--- src/rtl/median9_scheduler.sv ---
// Exact 3x3 median: one shared 3-input sorter runs the 7-op network (3 row sorts,
// 3 column selects, 1 final select), with results matched to issues by a tag pipeline.
module median9_scheduler #(
  parameter int unsigned DATA_WIDTH = 8,
  parameter int unsigned CMP_LAT    = 1
) (
  input  logic                    clk,
  input  logic                    rst,
  input  logic                    in_valid,
  output logic                    in_ready,
  input  logic [9*DATA_WIDTH-1:0] in_win,
  output logic [DATA_WIDTH-1:0]   cmp_a,
  output logic [DATA_WIDTH-1:0]   cmp_b,
  output logic [DATA_WIDTH-1:0]   cmp_c,
  output logic                    cmp_issue,
  input  logic [DATA_WIDTH-1:0]   cmp_max,
  input  logic [DATA_WIDTH-1:0]   cmp_mid,
  input  logic [DATA_WIDTH-1:0]   cmp_min,
  output logic                    out_valid,
  input  logic                    out_ready,
  output logic [DATA_WIDTH-1:0]   out_median,
  output logic                    busy
);

  typedef enum logic [2:0] {
    IDLE, ROW, WAIT_R, COL, WAIT_C, FIN, WAIT_F, DONE
  } state_e;

  typedef logic [DATA_WIDTH-1:0] pix_t;

  state_e     state_q, state_d;
  logic [1:0] cnt_q, cnt_d;
  logic       accept;
  logic [2:0] op;

  pix_t pix_q  [9];
  pix_t rmax_q [3];
  pix_t rmid_q [3];
  pix_t rmin_q [3];
  pix_t lo_of_hi_q, mid_of_mid_q, hi_of_lo_q;
  pix_t median_q;

  logic       tag_vld_q [CMP_LAT];
  logic [2:0] tag_op_q  [CMP_LAT];
  logic       res_vld;
  logic [2:0] res_op;

  assign res_vld    = tag_vld_q[CMP_LAT-1];
  assign res_op     = tag_op_q[CMP_LAT-1];
  assign out_valid  = (state_q == DONE);
  assign busy       = (state_q != IDLE);
  assign out_median = median_q;

  always_comb begin
    state_d   = state_q;
    cnt_d     = cnt_q;
    cmp_issue = 1'b0;
    op        = '0;
    cmp_a     = '0;
    cmp_b     = '0;
    cmp_c     = '0;
    in_ready  = (state_q == IDLE) || ((state_q == DONE) && out_ready);
    accept    = in_valid && in_ready;

    unique case (state_q)
      IDLE: begin
        if (accept) begin
          state_d = ROW;
          cnt_d   = '0;
        end
      end
      ROW: begin
        cmp_issue = 1'b1;
        op        = {1'b0, cnt_q};
        case (cnt_q)
          2'd0:    begin cmp_a = pix_q[0]; cmp_b = pix_q[1]; cmp_c = pix_q[2]; end
          2'd1:    begin cmp_a = pix_q[3]; cmp_b = pix_q[4]; cmp_c = pix_q[5]; end
          default: begin cmp_a = pix_q[6]; cmp_b = pix_q[7]; cmp_c = pix_q[8]; end
        endcase
        cnt_d = cnt_q + 2'd1;
        if (cnt_q == 2'd2) begin
          state_d = WAIT_R;
          cnt_d   = '0;
        end
      end
      WAIT_R: begin
        if (res_vld && res_op == 3'd2) state_d = COL;
      end
      COL: begin
        cmp_issue = 1'b1;
        op        = 3'd3 + {1'b0, cnt_q};
        case (cnt_q)
          2'd0:    begin cmp_a = rmax_q[0]; cmp_b = rmax_q[1]; cmp_c = rmax_q[2]; end
          2'd1:    begin cmp_a = rmid_q[0]; cmp_b = rmid_q[1]; cmp_c = rmid_q[2]; end
          default: begin cmp_a = rmin_q[0]; cmp_b = rmin_q[1]; cmp_c = rmin_q[2]; end
        endcase
        cnt_d = cnt_q + 2'd1;
        if (cnt_q == 2'd2) begin
          state_d = WAIT_C;
          cnt_d   = '0;
        end
      end
      WAIT_C: begin
        if (res_vld && res_op == 3'd5) state_d = FIN;
      end
      FIN: begin
        cmp_issue = 1'b1;
        op        = 3'd6;
        cmp_a     = lo_of_hi_q;
        cmp_b     = mid_of_mid_q;
        cmp_c     = hi_of_lo_q;
        state_d   = WAIT_F;
      end
      WAIT_F: begin
        if (res_vld && res_op == 3'd6) state_d = DONE;
      end
      DONE: begin
        if (out_ready) begin
          // Output handoff and next window accept share this cycle, so no bubble.
          if (accept) begin
            state_d = ROW;
            cnt_d   = '0;
          end else begin
            state_d = IDLE;
          end
        end
      end
      default: state_d = IDLE;
    endcase
  end

  always_ff @(posedge clk) begin
    if (rst) begin
      state_q  <= IDLE;
      cnt_q    <= '0;
      median_q <= '0;
      for (int unsigned i = 0; i < CMP_LAT; i++) begin
        tag_vld_q[i] <= 1'b0;
        tag_op_q[i]  <= '0;
      end
    end else begin
      state_q      <= state_d;
      cnt_q        <= cnt_d;
      tag_vld_q[0] <= cmp_issue;
      tag_op_q[0]  <= op;
      for (int unsigned i = 1; i < CMP_LAT; i++) begin
        tag_vld_q[i] <= tag_vld_q[i-1];
        tag_op_q[i]  <= tag_op_q[i-1];
      end
      if (res_vld && res_op == 3'd6) median_q <= cmp_mid;
    end
  end

  // Datapath storage needs no reset: every value is written before it is read.
  always_ff @(posedge clk) begin
    if (accept) begin
      for (int unsigned i = 0; i < 9; i++) begin
        pix_q[i] <= in_win[i*DATA_WIDTH +: DATA_WIDTH];
      end
    end
    if (res_vld) begin
      case (res_op)
        3'd0: begin rmax_q[0] <= cmp_max; rmid_q[0] <= cmp_mid; rmin_q[0] <= cmp_min; end
        3'd1: begin rmax_q[1] <= cmp_max; rmid_q[1] <= cmp_mid; rmin_q[1] <= cmp_min; end
        3'd2: begin rmax_q[2] <= cmp_max; rmid_q[2] <= cmp_mid; rmin_q[2] <= cmp_min; end
        3'd3: lo_of_hi_q   <= cmp_min;
        3'd4: mid_of_mid_q <= cmp_mid;
        3'd5: hi_of_lo_q   <= cmp_max;
        default: ;
      endcase
    end
  end

endmodule

--- config.mk ---
export PLATFORM = sky130hd
export DESIGN_NAME = median9_scheduler
export DESIGN_NICKNAME = d
export VERILOG_FILES = /design/src/rtl/median9_scheduler.sv
export SDC_FILE = /design/constraint.sdc
export NUM_CORES = 1
export LEC_CHECK = 0
export BUFFER_PORTS_ARGS = -buffer_cell sky130_fd_sc_hd__buf_2
export CORE_ASPECT_RATIO = 1.25
export CORE_MARGIN = 10
export CORE_UTILIZATION = 35
export CTS_CLUSTER_DIAMETER = 120
export CTS_CLUSTER_SIZE = 30
export DETAILED_ROUTE_END_ITERATION = 10
export GPL_ROUTABILITY_DRIVEN = 0
export GPL_TIMING_DRIVEN = 0
export PLACE_DENSITY = 0.53
export SYNTH_ARGS = -nofsm -noshare
export SYNTH_HDL_FRONTEND = slang
export SYNTH_SLANG_ARGS = --single-unit
export TNS_END_PERCENT = 30
--- constraint.sdc ---
create_clock -name clk -period 9.2 [get_ports clk]
set_input_delay 0.46 -clock clk [delete_from_list [all_inputs] [get_ports clk]]
set_output_delay 0.46 -clock clk [all_outputs]
set_load 0.02 [all_outputs]
==> out/metrics.yaml, run 1 <==
run_status:
  outcome: "completed"
yosys:
  yosysWarnings: 0
  syn_area_per_cell_um2: 15.2
  synth_edf_count: 168
  synthesis.nets: 592
  synthFlopType: "edfxtp_1"
  syn_area_um2: 7350
  synth-seq-cells: 185
  synth_cell_types: 42
  async_reset_ff_frac: 0
  seq_area_frac_synth: 0.732
  postSynthCellCount: 483
cts:
  clk_pin_slew_ns: 0.07
  numCtsBuffers: 17
  post_cts_resized: 0
  hold_buffers: 0
  clock-sinks: 185
  cts_setup_buffers: 0
  htreeDepth: 4
  clk_latency_ns: 0.42
  cts_buffer_depth: 2
  cts_tree: "done"
  cts-root-buf: "clkbuf_16"
drt:
  drt-wirelength-per-cell_um: 22.7
  drtIter0Drc: 254
  drt_wl_total_um: 21200
  first_pass_iters: 5
  drtAntennaViolNets: 0
  via_per_inst: 5.21
  vias: 4853
  post-route-drc-count: 0
sta:
  tightest_slew_ns: 0.960
  hold_viol: 0
  timing.final.crit_share: 0.383
  slew_headroom: 0.360
  period_needed_ns: 3.52
  final_max_slew_viol_count: 0
  setup_violations: 0
  finClkSkew_ns: 0.00641
  max_freq_mhz: 284
  tns_ns: 0
  rsz0062_at_grt: "false"
final_layout:
  fillers: 1906
  drive_above_1_share: 0.294
  mostFrequentLayoutCell: "edfxtp_1"
  syn2layout_area_growth_pct: 23.4
  final_nets: 753
  final_cell_mix: "168 x edfxtp_1, 139 x buf_2, 36 x a21oi_1"
critical_path:
  startpoint: "cnt_q[0]$_SDFFE_PP0P_"
  cp-end-kind: "output pin"
  path_class: "reg -> out"
  r2r_cells: 5
  critPathLaunchType: "register"
  r2r_start: "state_q[1]$_SDFFE_PP0P_"
  cp.required_ns: 8.74
  cp_max_fo: 10
  worstPathArrival_ns: 3.06
grt:
  grt_antenna_before_repair: 1
  grt_use_total: 0.153
  grt_pass1_vias: 5074
  grt_start_max_net_pins: 73
  gr-total-overflow: 0
  grt_pass1_wl_um: 31100
power:
  power_density_nw_per_um2: 308
  p_leak_nw: 3.41
  finalPower_mw: 2.80
  vdd_drop_max_mv: 0.143
floorplan:
  initial_core_util: 0.355
  io_pins: 136
  die_height_um: 182
  core_area_um2: 20700
  rows: 59
  die_x_um: 150
  die_area_um2: 27200
worst_hold_path:
  worstHoldPathCells: 1
  min-delay-start: "in_win[46]"
  hold_path_class: "in -> reg"
placed_design:
  port_buffers: 135
  hpwl_um: 15500
flow_run:
  maxCapViolations: 0
==> worst max-delay path: stages, from the launching register on <==
cell and delay (ns):
dfxtp_1 0.43, inv_1 0.12, ha_1 0.29, nor2_1 0.19
buf_2 0.29, buf_1 0.53, a21oi_1 0.15, a2bb2oi_1 0.15
o21ai_1 0.26, buf_2 0.22
==> registers in the layout (all words and copies together), names as in the netlist <==
register,cells
cnt_q,2
hi_of_lo_q,8
lo_of_hi_q,8
mid_of_mid_q,8
out_median,8
pix_q,72
rmax_q,24
rmid_q,24
rmin_q,24
state_q,3
tag_op_q,3
tag_vld_q,1
==> synth_stat cells (4+ instances only) <==
| master | count | area, um^2 |
|---|---|---|
| a21o_1 | 24 | 180 |
| a21oi_1 | 36 | 180 |
| a221o_1 | 24 | 240 |
| a22o_1 | 26 | 228 |
| a2bb2oi_1 | 24 | 210 |
| buf_1 | 10 | 37.5 |
| buf_2 | 4 | 20.0 |
| clkbuf_1 | 16 | 60.1 |
| dfxtp_1 | 17 | 340 |
| edfxtp_1 | 168 | 5040 |
| ha_1 | 9 | 113 |
| inv_1 | 6 | 22.5 |
| nand2_1 | 23 | 86.3 |
| nand2b_1 | 4 | 25.0 |
| nand3_1 | 26 | 130 |
| nor2_1 | 5 | 18.8 |
| nor3_1 | 6 | 30.0 |
| o21ai_1 | 24 | 120 |
| or3_1 | 4 | 25.0 |
==> stage by stage <==
stage	utilization	instances	hold slack, ns	area, um^2	worst slack, ns
floorplan	-	483	0.489	7350	5.91
global placement	0.404	892	0.443	8370	5.42
detailed placement	0.409	899	0.450	8490	6.11
CTS	0.437	931	0.186	9070	5.64
global route	0.438	932	0.187	9080	5.53
finish	0.438	932	0.205	9080	5.68
==> final cells by class <==
class | instances | area, um^2 | share of cell area
buffer | 31 | 131 | 0.0145
timing repair buffer | 142 | 771 | 0.0849
clock inverter | 10 | 81.3 | 0.00896
sequential | 185 | 5390 | 0.593
antenna | 1 | 2.50 | 0.000276
clock buffer | 22 | 495 | 0.0546
inverter | 8 | 30.0 | 0.00331
multi-input combinational | 259 | 1840 | 0.202
tap | 274 | 343 | 0.0378
==> report_power, final <==
group	internal (mW)	switching (mW)	total (mW)
registers	1.05	0.0356	1.09
clock network	0.389	0.318	0.708
logic	0.355	0.650	1.01
total	1.80	1.00	2.80
==> cell families (layout without fill, tap and decap cells) <==
family	Yosys count	after routing	synth area share
AOI/OAI and AO/OA	172	172	0.177
xor gates and xnor gates	1	1	0.00119
adders and majority gates	9	9	0.0153
buffers and inverters	39	213	0.0219
DFF	185	185	0.732
muxes	2	2	0.00272
other	0	1	0
and+or+nand+nor	75	75	0.0497
==> final timing paths <==
path / to / slack [ns]
worst max register to register: pix_q[0][45]$_DFFE_PP_ / 6.91
worst max-delay path: cmp_b[2] / 5.68
worst min register to register: out_median[6]$_SDFFE_PP0P_ / 0.46
worst min-delay path: pix_q[0][46]$_DFFE_PP_ / 0.20
==> metal layers <==
metal | track usage | up-vias | share of wire
met4 | 0.0413 | 0 | 0.011
met1 | 0.193 | 2455 | 0.43
met5 | 0 | - | 0
li1 | - | 2251 | -
met3 | 0.0337 | 14 | 0.052
met2 | 0.258 | 133 | 0.51
No activity file was read; power rests on OpenSTA's default activity.
==> run 2, diff against run 1 <==
--- a/config.mk
+++ b/config.mk
@@ -5,6 +5,7 @@
 export SDC_FILE = /design/constraint.sdc
 export NUM_CORES = 1
 export LEC_CHECK = 0
+export ABC_AREA = 1
 export BUFFER_PORTS_ARGS = -buffer_cell sky130_fd_sc_hd__buf_2
 export CORE_ASPECT_RATIO = 1.25
 export CORE_MARGIN = 10
@@ -14,7 +15,7 @@
 export DETAILED_ROUTE_END_ITERATION = 10
 export GPL_ROUTABILITY_DRIVEN = 0
 export GPL_TIMING_DRIVEN = 0
-export PLACE_DENSITY = 0.53
+export PLACE_DENSITY = 0.55
 export SYNTH_ARGS = -nofsm -noshare
 export SYNTH_HDL_FRONTEND = slang
 export SYNTH_SLANG_ARGS = --single-unit
==> constraint.sdc (replaced) <==
create_clock -name clk -period 3 [get_ports clk]
set_input_delay 0.15 -clock clk [delete_from_list [all_inputs] [get_ports clk]]
set_output_delay 0.15 -clock clk [all_outputs]
set_load 0.02 [all_outputs]
==> run 2 against run 1 <==
  * Register-to-register slack worse by 6.1 ns
  * Critical endpoint is now cmp_b[1]
  * Sequential share of layout area decreased by 5.7 points
  * Global-route usage rose by 0.56 points
  * Synthesized cell count grew 31%
  * Highest routed layer unchanged
  * Critical path depth unchanged
  * Routed wire length is 2.6% higher
  * Sequential cell count unchanged
  * Count of clock-buffer cells in the layout fell by 2
  * First-iteration DRC count grew 3.9%
  * Sequential power rose to 3.0 times the previous value
==> out/metrics.yaml, run 2 <==
run_status:
  outcome: "completed"
final_layout:
  final_cell_mix: "193 x nand2_1, 168 x edfxtp_1, 153 x buf_2"
  num_antenna_cells: 0  # -1
  mostFrequentLayoutCell: "nand2_1"
  seq_area_um2: 5390  # unchanged
  syn2layout_area_growth_pct: 35.2
  fillers: 1909  # +0.16%
  multi_input_area_um2: 1800  # -2.0%
  largest_reg_flops: 72  # unchanged
  final_nets: 993  # +32%
  drive_above_1_share: 0.234  # -0.0596
  layout.cells.non_filler: 1171  # +26%
  top_register: "pix_q"
yosys:
  synth_top_family_by_area: "simple AND/OR/NAND/NOR gates"
  synth_edf_count: 168  # unchanged
  synth.largest_area_cell: "edfxtp_1"
  seq_area_frac_synth: 0.725  # -0.00691
  postSynthCellCount: 633  # +31%
  yosys.area_share.simple: 0.210  # +0.160
  synth_xor_area_frac: 0  # -0.00119
  yosysWarnings: 0  # unchanged
  synth-compound-area-share: 0.0160  # -0.161
  syn_area_per_cell_um2: 11.7  # -23%
  async_reset_ff_frac: 0  # unchanged
  synthAdderAreaFrac: 0.0152  # -0.000144
  yosysMostFrequentCell: "nand2_1"
  yosysTopAreaCellShare: 0.679  # -0.00647
  synth_cell_types: 25  # -40%
  synthFlopType: "edfxtp_1"
  synth-seq-cells: 185  # unchanged
  synthTopCellsByArea: "edfxtp_1 68%, nand2_1 9.8%, nand3_1 8.4%"
  synthMuxAreaShare: 0  # -0.00272
  synthTopCellsByCount: "193 x nand2_1, 168 x edfxtp_1, 124 x nand3_1"
  synthesis.nets: 742  # +25%
  syn_area_um2: 7420  # +0.95%
drt:
  post-route-drc-count: 0  # unchanged
  via_per_inst: 4.63  # -11%
  drtIter0Drc: 264  # +3.9%
  drtAntennaViolNets: 0  # unchanged
  drt-wirelength-per-cell_um: 18.6  # -18%
  first_pass_iters: 5  # unchanged
  vias: 5420  # +12%
  drt_wl_total_um: 21700  # +2.6%
sta:
  setup_slack_ns: 0.295  # -5.38 ns
  rsz0062_at_grt: "false"
  period_needed_ns: 2.71
  finClkSkew_ns: 0.0102  # +0.00381 ns
  slew_headroom: 0.299  # -0.0613
  max_freq_mhz: 370
  hold_viol: 0  # unchanged
  tightest_slew_ns: 1.05  # +0.0881 ns
  final_max_slew_viol_count: 0  # unchanged
  setup_violations: 0  # unchanged
  timing.final.crit_share: 0.902
  tns_ns: 0  # unchanged
placed_design:
  port_buffers: 135  # unchanged
  place_ws_ns: 0.652  # -5.46 ns
  hpwl_um: 15400  # -0.50%
  dp.cells: 1044  # +16%
critical_path:
  max_stage_delay_ns: 0.44  # -0.09 ns
  cp_max_fo: 10  # unchanged
  cp-end-kind: "output pin"
  critPathLaunchType: "register"
  crit_slowest_cell: "clkbuf_1"
  path_common_cell: "nand3_1"
  path_class: "reg -> out"
  r2r_start: "state_q[1]$_SDFFE_PP0P_"
  worstPathArrival_ns: 2.56  # -0.50 ns
  critical_path.cell_chain: "inv_1 > ha_1 > inv_2 > clkbuf_1 > nand3_1 > nand3_1 > nand2_1 > nand3_1 > buf_2"
  cp.required_ns: 2.85  # -5.89 ns
  startpoint: "cnt_q[0]$_SDFFE_PP0P_"
cts:
  cts_tree: "done"
  htreeDepth: 4  # unchanged
  clock-sinks: 185  # unchanged
  cts-root-buf: "clkbuf_16"
  numCtsBuffers: 17  # unchanged
  cts_buffer_depth: 2  # unchanged
  clk_pin_slew_ns: 0.07  # about the same
  clk_latency_ns: 0.44  # +0.02 ns
  cts_setup_buffers: 0  # unchanged
grt:
  grt_pass1_wl_um: 32600  # +4.9%
  grt_use_total: 0.159  # +0.00563
  gr-total-overflow: 0  # unchanged
  grt_start_max_net_pins: 73  # unchanged
  grt_antenna_before_repair: 0  # -1
  grt_pass1_vias: 5575  # +9.9%
power:
  finalPower_mw: 8.14  # +190%
  vdd_drop_max_mv: 0.514  # +260%
  power_density_nw_per_um2: 811  # +160%
  p_leak_nw: 4.05  # +19%
floorplan:
  die_x_um: 150  # +0.41%
  die_height_um: 183  # +0.42%
  initial_core_util: 0.357  # +0.00211
  io_pins: 136  # unchanged
  core_area_um2: 20800  # +0.36%
  rows: 59  # unchanged
  die_area_um2: 27500  # +0.84%
flow_run:
  maxCapViolations: 0  # unchanged
worst_hold_path:
  hold_path_class: "in -> reg"
  min-delay-start: "cmp_mid[0]"
-- run 2: per-layer routing --
metal | vias up | global-route usage | part of all wire | wire, um
met5 | - | 0 | 0 | 0
met4 | 0 | 0.0483 | 0.018 | 388
met3 | 25 | 0.0421 | 0.056 | 1210
met2 | 169 | 0.267 | 0.50 | 10900
met1 | 2534 | 0.194 | 0.42 | 9200
li1 | 2692 | - | - | -
-- run 2: worst paths after layout --
check | to | slack, ns | cells after the start
max | cmp_b[1] | 0.29 | 9
min | mid_of_mid_q[0]$_DFFE_PP_ | 0.02 | 1
max reg2reg | pix_q[0][54]$_DFFE_PP_ | 0.79 | 5
min reg2reg | out_median[2]$_SDFFE_PP0P_ | 0.49 | 2
-- run 2: layout make-up --
cell class	instances	share of cell area
flip-flops and latches	185	0.536
multi-input cells	391	0.179
repair buffers	232	0.166
clock buffers	20	0.0498
well taps	274	0.0341
plain buffers	28	0.0135
inverters	29	0.0116
clock inverters	12	0.00947
-- run 2: worst max-delay path, delay by kind of cell (launching register included) --
| kind | cells | cell delay, ns |
|---|---|---|
| fa+ha+maj | 1 | 0.29 |
| buf+inv | 4 | 0.83 |
| flops | 1 | 0.39 |
| simple gates | 4 | 0.58 |
-- run 2: repair_timing --
item                      CTS  global route
resized for setup           0             0
hold buffers               95             0
hold endpoints to repair  164             0
-- run 2: cells by family (layout without fill, tap and decap cells) --
logic type                 after synthesis  after routing
buffers and inverters                   57            321
DFF                                    185            185
AOI/OAI and AO/OA                       21             21
adders and majority gates                9              9
and+or+nand+nor                        361            361
-- run 2: power by group --
part	switching, mW	internal, mW	total (mW)
Combinational	1.80	0.784	2.58
Sequential	0.0978	3.22	3.32
Clock	1.01	1.23	2.24
-- run 2: through the flow --
stage / util / hold slack [ns] / area [um^2]
3_3_place_gp: 0.406 / 0.328 / 8440
4_1_cts: 0.482 / 0.00922 / 10000
5_1_grt: 0.482 / 0.0156 / 10000
3_5_place_dp: 0.408 / 0.328 / 8490
6_report: 0.482 / 0.0152 / 10000
2_1_floorplan: - / 0.219 / 7420
